<file path="src/rtl/run_watchdog_if.sv">
// Run watchdog bus: groups the per-channel halt/commit strobes, the error sources and
// the run-status outputs of run_watchdog.
//   master : drives halt, commit, err; observes the status outputs (testbench / SoC glue)
//   slave  : the watchdog itself
// Status outputs: done, done_code, halt_chan, err_latched, draining, cycle_count,
// commit_count.
interface run_watchdog_if #(
    parameter int unsigned CHANNELS = 8,
    parameter int unsigned ERR_SRCS = 2
);
    logic [CHANNELS-1:0] halt;
    logic [CHANNELS-1:0] commit;
    logic [ERR_SRCS-1:0] err;

    logic                done;
    logic [2:0]          done_code;
    logic [3:0]          halt_chan;
    logic [ERR_SRCS-1:0] err_latched;
    logic                draining;
    logic [31:0]         cycle_count;
    logic [63:0]         commit_count;

    modport master (
        output halt, commit, err,
        input  done, done_code, halt_chan, err_latched, draining, cycle_count, commit_count
    );

    modport slave (
        input  halt, commit, err,
        output done, done_code, halt_chan, err_latched, draining, cycle_count, commit_count
    );
endinterface

</file>
<file path="src/rtl/run_watchdog.sv">
// Run watchdog: supervises a simulation/run and decides when and why it ends.
//   clk   : single clock, rising edge
//   rst_n : asynchronous active-low reset; release starts a fresh run
//   bus   : run_watchdog_if slave modport
//           in : halt[CHANNELS], commit[CHANNELS], err[ERR_SRCS]
//           out: done, done_code (0 run, 1 halt, 2 timeout, 3 error, 4 stall),
//                halt_chan, err_latched, draining, cycle_count, commit_count
// RUN ends on halt (immediate), error (through a DRAIN window), timeout or stall.
// DONE is absorbing until reset.
module run_watchdog #(
    parameter int unsigned CHANNELS     = 8,
    parameter int unsigned ERR_SRCS     = 2,
    parameter int unsigned TIMEOUT      = 10000000,
    parameter int unsigned STALL_LIMIT  = 0,
    parameter int unsigned DRAIN_CYCLES = 5
) (
    input logic           clk,
    input logic           rst_n,
    run_watchdog_if.slave bus
);

    localparam logic [2:0] CodeRun     = 3'd0;
    localparam logic [2:0] CodeHalt    = 3'd1;
    localparam logic [2:0] CodeTimeout = 3'd2;
    localparam logic [2:0] CodeError   = 3'd3;
    localparam logic [2:0] CodeStall   = 3'd4;

    localparam logic [31:0] TimeoutLoad = 32'(TIMEOUT);
    localparam logic [31:0] StallLimit  = 32'(STALL_LIMIT);
    localparam logic [7:0]  DrainLoad   = 8'(DRAIN_CYCLES - 1);
    localparam bit          StallEn     = (STALL_LIMIT != 0);

    typedef enum logic [1:0] {StRun, StDrain, StDone} state_e;

    state_e              state_q, state_d;
    logic [2:0]          code_q, code_d;
    logic [3:0]          chan_q, chan_d;
    logic [ERR_SRCS-1:0] errl_q, errl_d;
    logic [31:0]         tmo_q, tmo_d;
    logic [31:0]         stall_q, stall_d;
    logic [7:0]          drain_q, drain_d;
    logic [31:0]         cyc_q, cyc_d;
    logic [63:0]         cmt_q, cmt_d;

    logic [4:0]          commit_pop;
    logic [3:0]          halt_idx;

    // Population count of this cycle's commit strobes.
    always_comb begin
        commit_pop = '0;
        for (int i = 0; i < CHANNELS; i++) begin
            commit_pop = commit_pop + 5'(bus.commit[i]);
        end
    end

    // Lowest-index halting channel: scan downwards so the lowest set bit wins.
    always_comb begin
        halt_idx = '0;
        for (int i = CHANNELS - 1; i >= 0; i--) begin
            if (bus.halt[i]) begin
                halt_idx = 4'(i);
            end
        end
    end

    always_comb begin
        state_d = state_q;
        code_d  = code_q;
        chan_d  = chan_q;
        errl_d  = errl_q;
        tmo_d   = tmo_q;
        stall_d = stall_q;
        drain_d = drain_q;
        cyc_d   = cyc_q;
        cmt_d   = cmt_q;

        // Counters advance in every non-DONE cycle, including the transition cycle.
        if (state_q != StDone) begin
            tmo_d   = (tmo_q == '0) ? '0 : tmo_q - 32'd1;
            cyc_d   = (&cyc_q) ? cyc_q : cyc_q + 32'd1;
            cmt_d   = cmt_q + 64'(commit_pop);
            stall_d = (|bus.commit) ? '0 : ((&stall_q) ? stall_q : stall_q + 32'd1);
        end

        case (state_q)
            StRun: begin
                if (|bus.halt) begin
                    state_d = StDone;
                    code_d  = CodeHalt;
                    chan_d  = halt_idx;
                end else if (|bus.err) begin
                    state_d = StDrain;
                    drain_d = DrainLoad;
                    errl_d  = bus.err;
                end else if (tmo_q == '0) begin
                    state_d = StDone;
                    code_d  = CodeTimeout;
                end else if (StallEn && (stall_q == StallLimit)) begin
                    state_d = StDone;
                    code_d  = CodeStall;
                end
            end
            StDrain: begin
                // Halt, timeout and stall are ignored here; errors keep accumulating.
                errl_d = errl_q | bus.err;
                if (drain_q == '0) begin
                    state_d = StDone;
                    code_d  = CodeError;
                end else begin
                    drain_d = drain_q - 8'd1;
                end
            end
            StDone: begin
            end
            default: begin
                state_d = StRun;
            end
        endcase
    end

    always_ff @(posedge clk or negedge rst_n) begin
        if (!rst_n) begin
            state_q <= StRun;
            code_q  <= CodeRun;
            chan_q  <= '0;
            errl_q  <= '0;
            tmo_q   <= TimeoutLoad;
            stall_q <= '0;
            drain_q <= '0;
            cyc_q   <= '0;
            cmt_q   <= '0;
        end else begin
            state_q <= state_d;
            code_q  <= code_d;
            chan_q  <= chan_d;
            errl_q  <= errl_d;
            tmo_q   <= tmo_d;
            stall_q <= stall_d;
            drain_q <= drain_d;
            cyc_q   <= cyc_d;
            cmt_q   <= cmt_d;
        end
    end

    assign bus.done         = (state_q == StDone);
    assign bus.done_code    = code_q;
    assign bus.halt_chan    = chan_q;
    assign bus.err_latched  = errl_q;
    assign bus.draining     = (state_q == StDrain);
    assign bus.cycle_count  = cyc_q;
    assign bus.commit_count = cmt_q;

endmodule

</file>
<file path="src/flat_wrapper.sv">
// flat-port wrapper written by rule: the top's interface ports become plain ports
module run_watchdog_flat 
#(
    parameter int unsigned CHANNELS     = 8,
    parameter int unsigned ERR_SRCS     = 2,
    parameter int unsigned TIMEOUT      = 10000000,
    parameter int unsigned STALL_LIMIT  = 0,
    parameter int unsigned DRAIN_CYCLES = 5
)
  (clk, rst_n, bus_halt, bus_commit, bus_err, bus_done, bus_done_code, bus_halt_chan, bus_err_latched, bus_draining, bus_cycle_count, bus_commit_count);
  run_watchdog_if #(.CHANNELS(CHANNELS), .ERR_SRCS(ERR_SRCS)) bus_i ();
  input logic clk;
  input logic rst_n;
  input wire logic [$bits(bus_i.halt)-1:0] bus_halt;
  input wire logic [$bits(bus_i.commit)-1:0] bus_commit;
  input wire logic [$bits(bus_i.err)-1:0] bus_err;
  output wire logic [$bits(bus_i.done)-1:0] bus_done;
  output wire logic [$bits(bus_i.done_code)-1:0] bus_done_code;
  output wire logic [$bits(bus_i.halt_chan)-1:0] bus_halt_chan;
  output wire logic [$bits(bus_i.err_latched)-1:0] bus_err_latched;
  output wire logic [$bits(bus_i.draining)-1:0] bus_draining;
  output wire logic [$bits(bus_i.cycle_count)-1:0] bus_cycle_count;
  output wire logic [$bits(bus_i.commit_count)-1:0] bus_commit_count;
  assign bus_i.halt = bus_halt;
  assign bus_i.commit = bus_commit;
  assign bus_i.err = bus_err;
  assign bus_done = bus_i.done;
  assign bus_done_code = bus_i.done_code;
  assign bus_halt_chan = bus_i.halt_chan;
  assign bus_err_latched = bus_i.err_latched;
  assign bus_draining = bus_i.draining;
  assign bus_cycle_count = bus_i.cycle_count;
  assign bus_commit_count = bus_i.commit_count;
  run_watchdog #(.CHANNELS(CHANNELS), .ERR_SRCS(ERR_SRCS), .TIMEOUT(TIMEOUT), .STALL_LIMIT(STALL_LIMIT), .DRAIN_CYCLES(DRAIN_CYCLES)) u_core (.clk(clk), .rst_n(rst_n), .bus(bus_i));
endmodule
</file>
<file path="config.mk">
export PLATFORM = sky130hd
export DESIGN_NAME = run_watchdog_flat
export DESIGN_NICKNAME = d
export VERILOG_FILES = /design/src/rtl/run_watchdog_if.sv /design/src/rtl/run_watchdog.sv /design/src/flat_wrapper.sv
export SDC_FILE = /design/constraint.sdc
export NUM_CORES = 1
export LEC_CHECK = 0
export ABC_AREA = 0
export ABC_CLOCK_PERIOD_IN_PS = 3700
export CELL_PAD_IN_SITES_DETAIL_PLACEMENT = 0
export CELL_PAD_IN_SITES_GLOBAL_PLACEMENT = 1
export CORE_MARGIN = 4
export CORE_UTILIZATION = 31
export CTS_CLUSTER_SIZE = 28
export DETAILED_ROUTE_END_ITERATION = 8
export GPL_ROUTABILITY_DRIVEN = 0
export GPL_TIMING_DRIVEN = 0
export PLACE_DENSITY_LB_ADDON = 0.1
export SKIP_LAST_GASP = 1
export SLEW_MARGIN = 25
export SYNTH_ARGS = -nofsm -noshare
export SYNTH_HDL_FRONTEND = slang
export SYNTH_SLANG_ARGS = --single-unit
export TNS_END_PERCENT = 5
</file>
<file path="constraint.sdc">
create_clock -name clk -period 3.7 [get_ports clk]
set_input_delay 0.74 -clock clk [delete_from_list [all_inputs] [get_ports clk]]
set_output_delay 0.74 -clock clk [all_outputs]
set_load 0.05 [all_outputs]
</file>
Word level (Yosys, flattened, before mapping)
Index checks and enable logic that the tools add are counted.

storage, ports and cells
  output and inout port bits = 107
  word-level logic and storage cells = 71
  input bits = 20
  register bits after elaboration = 147

operators by class
  reduce and logical (&&, ||, !) cells = 13
  multiplexer cells = 26
  bitwise logic cells = 3
  eq/ne operators = 10
  add/subtract/negate cells = 11

operator list
  cell                     number
  $add A64 B5 Y64          1
  $mux W3                  12
  $add A32 B1 Y32 const B  1
  $logic_not A32 Y1        1
  $mux W32                 1
  $reduce_and A32 Y1       1
  $sub A32 B1 Y32 const B  1
  $add A5 B1 Y5            6
  $mux W8                  3
  $pmux W8 S2              1
  $mux W2                  6
  $logic_not A8 Y1         1
  $reduce_and A4 Y1        2
  $reduce_or A8 Y1         1
  $sub A8 B1 Y8 const B    1
  $ne A2 B2 Y1 const B     3
  $pmux W2 S3              1
  $pmux W3 S2              1
  $reduce_and A3 Y1        2
  $ne A2 B1 Y1 const B     2
  $ne A4 B1 Y1 const B     1
  $pmux W2 S2              1
  $reduce_and A2 Y1        2
  $ne A3 B1 Y1 const B     1
  other kinds (9)          10

Depth between registers and ports, before layout
  depth in word-level cells = 8
  depth in mapped cells = 15
  depth with buffers taken out = 14

Worst setup path after synthesis
OpenSTA, ideal clock, no wires.

  kind = input-to-reg
  start point = in bus_commit[0]
  end point = reg u_core.cmt_q[56], in the netlist u_core.bus.commit_count[56]
  buffers on the path = 1
  setup slack = -1.340 ns
  stages on the path = 13
  setup time = 0.144 ns
  arrival time = 4.896 ns
  required time = 3.556 ns
  path through = ha_1 inv_1 fa_1 fa_1 fa_1 fa_1 fa_1 nand2b_1 a2111o_1 or4_1 clkbuf_1 nor4_1 xor2_1

on the way
  cells in the longest elaborated chain, start to end = 8

ends and longest elaborated chain
  what                        RTL line             source
  start, declared             flat_wrapper.sv:15   input wire logic [$bits(bus_i.commit)-1:0] bus_commit;
  $add A1 B1 Y2               run_watchdog.sv:52   commit_pop = commit_pop + 5'(bus.commit[i]);
  $add A5 B1 Y5 (6 in a row)  run_watchdog.sv:52
  $add A64 B5 Y64             run_watchdog.sv:81   cmt_d = cmt_q + 64'(commit_pop);
  end signal, assigned        run_watchdog.sv:141  cmt_q <= cmt_d;
  end, declared               run_watchdog.sv:43   logic [63:0] cmt_q, cmt_d;

Every way passes these cells.
A chain may end at the register's enable or synchronous reset.

Worst setup path in the final report
  start point = in bus_commit[0]
  end point = reg u_core.cmt_q[52], in the netlist u_core.bus.commit_count[52]

Same word-level chain as after synthesis.

==> metrics.txt <==
TritonCTS buffer count 17; Worst Path Required between 3 and 4 ns; via count 5829; antenna diode count 0; final core utilization 0.427; Data arrival, critical path roughly 4.7 ns; Worst R2R End u_core.tmo_q[11]$_DFFE_PN0N_; GRT Total Usage 0.148; Fmax 0.226 GHz; most common cell after layout, fill and taps aside dfrtp_1; WL/cell 15.8 microns; Lkg Pwr ~0.0043 uW; headroom to the max-slew limit 0.355; remaining antenna violation count 0; Worst Setup End Kind register; Register Area 3640 sq um; Max Cap Viol 0; Buffers on Ports 124; WHS 0.268 ns; average size of a mapped cell 10.2 sq um; # rows between 50 and 60; clock period minus final worst setup slack roughly 4.4 ns; Clk pin slew, worst setup/hold paths 0.06 ns; Synth Instances 717; DRC 0; EDFF count, synth 0; worst setup path start bus_commit[0]; area of the multi-input gates 3620 sq um; TritonCTS clock tree yes; DP Worst Slack -1.89 ns; CP Launch Type input port; final cycle utilization of the critical path 1.19; core area 22900 sq um; Die X-Extent approximately 160 microns; total wire length 18900 microns; Max rail drop VDD 0.000242 V; most frequent cells in the layout dfrtp_1, clkdlybuf4s50_1, nor2_1; fill cell count roughly 2200; crit-path max FO 8; hold crit path type in -> async; clock latency on the worst-skew pair approximately 0.42 ns; PnR worst setup slack -0.719 ns; 1st-iter DRT viols 216; RR Startpoint u_core.tmo_q[16]$_DFFE_PN0N_; first-pass GRT wire length between 30000 and 40000 microns; Sinks on Clock Net 145; initial antenna violation count 0; Netlist cell types 63; DIE AREA 26000 sq um; slack of the worst reg-to-reg path 0.56 ns; Layout Nets 906; initial core utilization 0.318; crit path to u_core.bus.commit_count[52]$_DFFE_PN0N_; Die Ht 161 microns; R2R cell count 6; Detailed Routing Iterations Pass 1 4; ratio of cells with drive above 1 in the final layout 0.110; Async SR Flop Fraction 1.00; Worst Max-Slew Pin Slew approximately 0.96 ns; ys flop type dfrtp_1; Slew Viols, Final 0; H-tree lvl count 4; pwr dens 408 nW/um^2; I/O pin cnt 127; RSZ-0062 raised after global routing true; Yosys reg bits 145; Final setup viols 60; kind of critical path in -> reg; Post-Syn Area 7290 sq um; synth warn 0; Final HPWL DP roughly 14000 microns; area delta synth->final 34.4%; gr ovfl total 0; largest net degree at the start of global routing 74; Root Buffer clkbuf_16; status complete, but fails checks; final hold vios 0; number of global-route vias before repair 6174; Fin Clk Skew 0.0126 ns; post-synthesis sequential area ratio 0.499; vias per inst 4.87; CTS Buffer Depth 2; violated checks negative setup slack
[worst min-delay path by stage]
| stage | start | end | slack [ns] | cells after the start |
|---|---|---|---|---|
| after floorplan | rst_n | u_core.bus.commit_count[0]$_DFFE_PN0N_ | 0.44 | 0 |
| after global placement | u_core.bus.halt_chan[1]$_DFFE_PN0P_ | u_core.bus.halt_chan[1]$_DFFE_PN0P_ | 0.46 | 2 |
| after detailed placement | u_core.bus.commit_count[63]$_DFFE_PN0N_ | u_core.bus.commit_count[63]$_DFFE_PN0N_ | 0.47 | 1 |
| after CTS | rst_n | u_core.bus.err_latched[1]$_DFFE_PN0P_ | 0.30 | 1 |
| after global routing | rst_n | u_core.bus.err_latched[1]$_DFFE_PN0P_ | 0.32 | 1 |
| final | rst_n | u_core.bus.err_latched[1]$_DFFE_PN0P_ | 0.27 | 1 |
[per-layer routing]
layer | track usage | vias to the layer above | share of wire
li1 | - | 2850 | -
met1 | 0.200 | 2850 | 0.48
met2 | 0.236 | 118 | 0.47
met3 | 0.0418 | 11 | 0.046
met4 | 0.0353 | 0 | 0.0075
met5 | 0 | - | 0
[critical path, cell delays in order]
cell	delay [ns]
buf_6	0.10
ha_4	0.25
inv_2	0.03
fa_1	0.51
fa_1	0.43
fa_2	0.37
fa_2	0.46
fa_2	0.36
nand2b_4	0.15
a2111o_1	0.41
buf_4	0.17
nor3_4	0.35
nand4_1	0.21
xnor2_1	0.17
[flip-flops by register name, indices dropped and copies added, names as in the netlist]
register	cells
u_core.bus.err_latched	2
u_core.drain_q	8
u_core.bus.cycle_count	32
u_core.bus.commit_count	64
u_core.state_q	2
u_core.bus.done_code	2
u_core.bus.halt_chan	3
u_core.tmo_q	32
[metrics by stage]
| step | area (sq um) | cells | setup TNS (ns) | power, uW |
|---|---|---|---|---|
| floorplan | 7350 | 718 | -43.92 | 2040 |
| global placement | 8980 | 1155 | -688.57 | 2220 |
| detailed placement | 9030 | 1156 | -95.09 | 2240 |
| CTS | 9720 | 1194 | -42.32 | 3990 |
| global route | 9790 | 1196 | -33.75 | 4170 |
| finish | 9790 | 1196 | -26.23 | 3990 |
[synthesized netlist by cell type, types with 8 or more instances]
| cell type | number | area share |
|---|---|---|
| inv_1 | 28 | 0.014 |
| xor2_1 | 45 | 0.054 |
| dfrtp_1 | 137 | 0.47 |
| dfstp_2 | 8 | 0.029 |
| nand2_1 | 45 | 0.023 |
| a21oi_1 | 15 | 0.010 |
| or3_1 | 12 | 0.010 |
| nor3_1 | 26 | 0.018 |
| o31ai_1 | 9 | 0.0093 |
| nand3_1 | 41 | 0.028 |
| nand4_1 | 39 | 0.033 |
| clkbuf_1 | 9 | 0.0046 |
| and3_1 | 18 | 0.015 |
| nor2_1 | 76 | 0.039 |
| nor4_1 | 21 | 0.018 |
| xnor2_1 | 71 | 0.085 |
| and4_1 | 8 | 0.0096 |
| ha_1 | 11 | 0.019 |
| or4_1 | 9 | 0.0093 |
[area by class of cell]
class,instances,area share
sequential,145,0.372
tap,313,0.0400
clock inverter,13,0.0130
buffer,17,0.0109
inverter,29,0.0116
multi-input combinational,527,0.370
timing repair buffer,133,0.137
clock buffer,19,0.0463
[power by group]
part           switching [uW]  internal (uW)  total, uW
Clock                     725            971       1700
Combinational             369            262        631
Sequential               45.6           1620       1670
[cells by family after synthesis]
kind of cell    share of synthesized area
buf+inv                            0.0273
compound gates                     0.0582
xor+xnor                            0.139
simple gates                        0.240
other cells                      0.000515
fa+ha+maj                          0.0326
mux                               0.00292
flops                               0.499
[repair_timing]
action,4_1_cts,5_1_grt
resized for setup,21,11
pin swaps,13,12
setup endpoints to repair,61,61
buffers inserted,6,2
hold buffers,0,0
Power figures use the tool's default switching activity.
==> RTL edit: new RTL, same flow settings <==
`ERR_SRCS` is set to 2 in 3 places; all go to 4.
--- a/src/rtl/run_watchdog_if.sv
+++ b/src/rtl/run_watchdog_if.sv
@@ -7,5 +7,5 @@
 interface run_watchdog_if #(
     parameter int unsigned CHANNELS = 8,
-    parameter int unsigned ERR_SRCS = 2
+    parameter int unsigned ERR_SRCS = 4
 );
     logic [CHANNELS-1:0] halt;
--- a/src/rtl/run_watchdog.sv
+++ b/src/rtl/run_watchdog.sv
@@ -10,5 +10,5 @@
 module run_watchdog #(
     parameter int unsigned CHANNELS     = 8,
-    parameter int unsigned ERR_SRCS     = 2,
+    parameter int unsigned ERR_SRCS     = 4,
     parameter int unsigned TIMEOUT      = 10000000,
     parameter int unsigned STALL_LIMIT  = 0,
--- a/src/flat_wrapper.sv
+++ b/src/flat_wrapper.sv
@@ -3,5 +3,5 @@
 #(
     parameter int unsigned CHANNELS     = 8,
-    parameter int unsigned ERR_SRCS     = 2,
+    parameter int unsigned ERR_SRCS     = 4,
     parameter int unsigned TIMEOUT      = 10000000,
     parameter int unsigned STALL_LIMIT  = 0,
Ports: changed (resized bus_err and bus_err_latched); port bits go from 127 to 131. The function was not compared with the original's and may differ.
==> RTL edit against the unedited design <==
The flow still finishes with violations (setup timing). Combinational power shrank 40%. Sequential cell count increased by 2. Final cell count grew 3.1%. First-iteration DRC count up 28%. Critical path depth up 2. Final area grew 4.9%. Area after synthesis rose by 1.1%. Setup slack better by 0.36 ns. Power is 5.4% lower. Non-clock buffer count rose by 17. Routed wire length is 4.8% higher. Worst hold slack got worse by 0.023 ns. Die area rose by 1.1%.
==> RTL edit: results (changes against the unedited design) <==
| Metric | Value |
|---|---|
| Grt met3 use | 0.0381 (was 0.0418) |
| Final worst slack | -0.356 ns (was -0.719 ns) |
| Fillers | 2285 (was 2189) |
| Post-synth top cells | dfrtp_1, nor2_1, xor2_1, nand3_1 (was dfrtp_1, nor2_1, xnor2_1, nand2_1, xor2_1) |
| Clock skew | 0.0146 ns (was 0.0126 ns) |
| Max reg flops | 64 (unchanged) |
| Antenna cells | 0 (unchanged) |
| Number of DRC markers in iteration 0 | 277 (was 216) |
| Crit path to | u_core.bus.commit_count[63] (was u_core.bus.commit_count[52]) |
| R2R Path End | u_core.bus.commit_count[51] (was u_core.tmo_q[11]) |
| Critical path's largest stage delay | 0.57 ns (was 0.51 ns) |
| Synth Area per Inst | 10.0 um^2 (was 10.2 um^2) |
| Global-route wire length before repair | 33100 um (was 31600 um) |
| WL met3 | 766 um (was 861 um) |
| R2R depth | 6 (unchanged) |
| Pre-Repair DR Iteration Count | 4 (unchanged) |
| CTS resizes | 36 (was 21) |
| Top post-synthesis cells by area | dfrtp_1, xor2_1, xnor2_1 (was dfrtp_1, xnor2_1, xor2_1) |
| Placed cell areas | 9330 um^2 (was 9030 um^2) |
| Met1 Usage GRT | 0.202 (was 0.200) |
| Unique masters post-synth | 53 (was 63) |
| Reg2Reg Setup Slack | 0.22 ns (was 0.56 ns) |
| Sequential-to-total area share from yosys stat | 0.501 (was 0.499) |
| Crit-path slowest cell | fa_2 (was fa_1) |
| Nets@finish | 939 (was 906) |
| Crit Reg-Reg Startpoint | u_core.bus.commit_count[18] (was u_core.tmo_q[16]) |
| Leak pwr | 4.59 nW (was 4.27 nW) |
| DR vias | 5938 (was 5829) |
| Peak supply drop | 0.247 mV (was 0.242 mV) |
| Dpl ws | -1.40 ns (was -1.89 ns) |
| Fraction of registers with async set/reset | 1.00 (unchanged) |
| Setup TNS | -15.09 ns (was -26.23 ns) |
| DP HPWL | 14400 um (was 13500 um) |
| Status | complete, but fails checks (unchanged) |
| Met2 Track Usage GR | 0.257 (was 0.236) |
| Final std cells w/o fill | 1233 (was 1196) |
| Postcts setup bufs | 14 (was 6) |
| Pwr Density | 368 nW/um^2 (was 408 nW/um^2) |
| Initial antenna violation count | 0 (unchanged) |
| Clk root buf | clkbuf_16 (unchanged) |
| Routed wire length on met2 | 9540 um (was 8870 um) |
| Final Setup Violations | 59 (was 60) |
| CP max FO | 6 (was 8) |
| Violated checks | setup timing (unchanged) |
| Fraction of layout cells with a size suffix above 1 | 0.146 (was 0.110) |
| DR top layer | met4 (unchanged) |
| IO buf count | 128 (was 124) |
| Largest net degree at the start of global routing | 87 (was 74) |
| GR Util All Layers | 0.155 (was 0.148) |
| Vias in the first global route | 6293 (was 6174) |
| Wl on met1 | 9100 um (was 8980 um) |
| Wirelength per Cell | 16.0 um (was 15.8 um) |
| Rel. slew slack | 0.399 (was 0.355) |
| Hold Slack | 0.246 ns (was 0.268 ns) |
[RTL edit: cell families (layout without fill, tap and decap cells)]
logic type,count (synthesis),count (layout),synth area share
and+or+nand+nor,345,345,0.247
DFF,147,147,0.501
xor gates and xnor gates,121,121,0.144
buffers and inverters,57,236,0.0321
AOI/OAI and AO/OA,43,43,0.0380
adders and majority gates,16,16,0.0323
muxes,4,4,0.00594
other,1,2,0.000509
[RTL edit: power by group]
group,leakage [nW],switching [mW],total (mW),internal (mW)
clock network,0.280,0.703,1.79,1.08
registers,1.93,0.00132,1.61,1.61
logic,2.38,0.193,0.381,0.188
[RTL edit: cell type report]
type / instances / share of cell area
Tap cell: 319 / 0.0389
Timing Repair Buffer: 147 / 0.148
Sequential cell: 147 / 0.359
Inverter: 37 / 0.0135
Multi-Input combinational cell: 531 / 0.371
Clock buffer: 21 / 0.0439
Buffer: 20 / 0.0110
Clock inverter: 11 / 0.0147
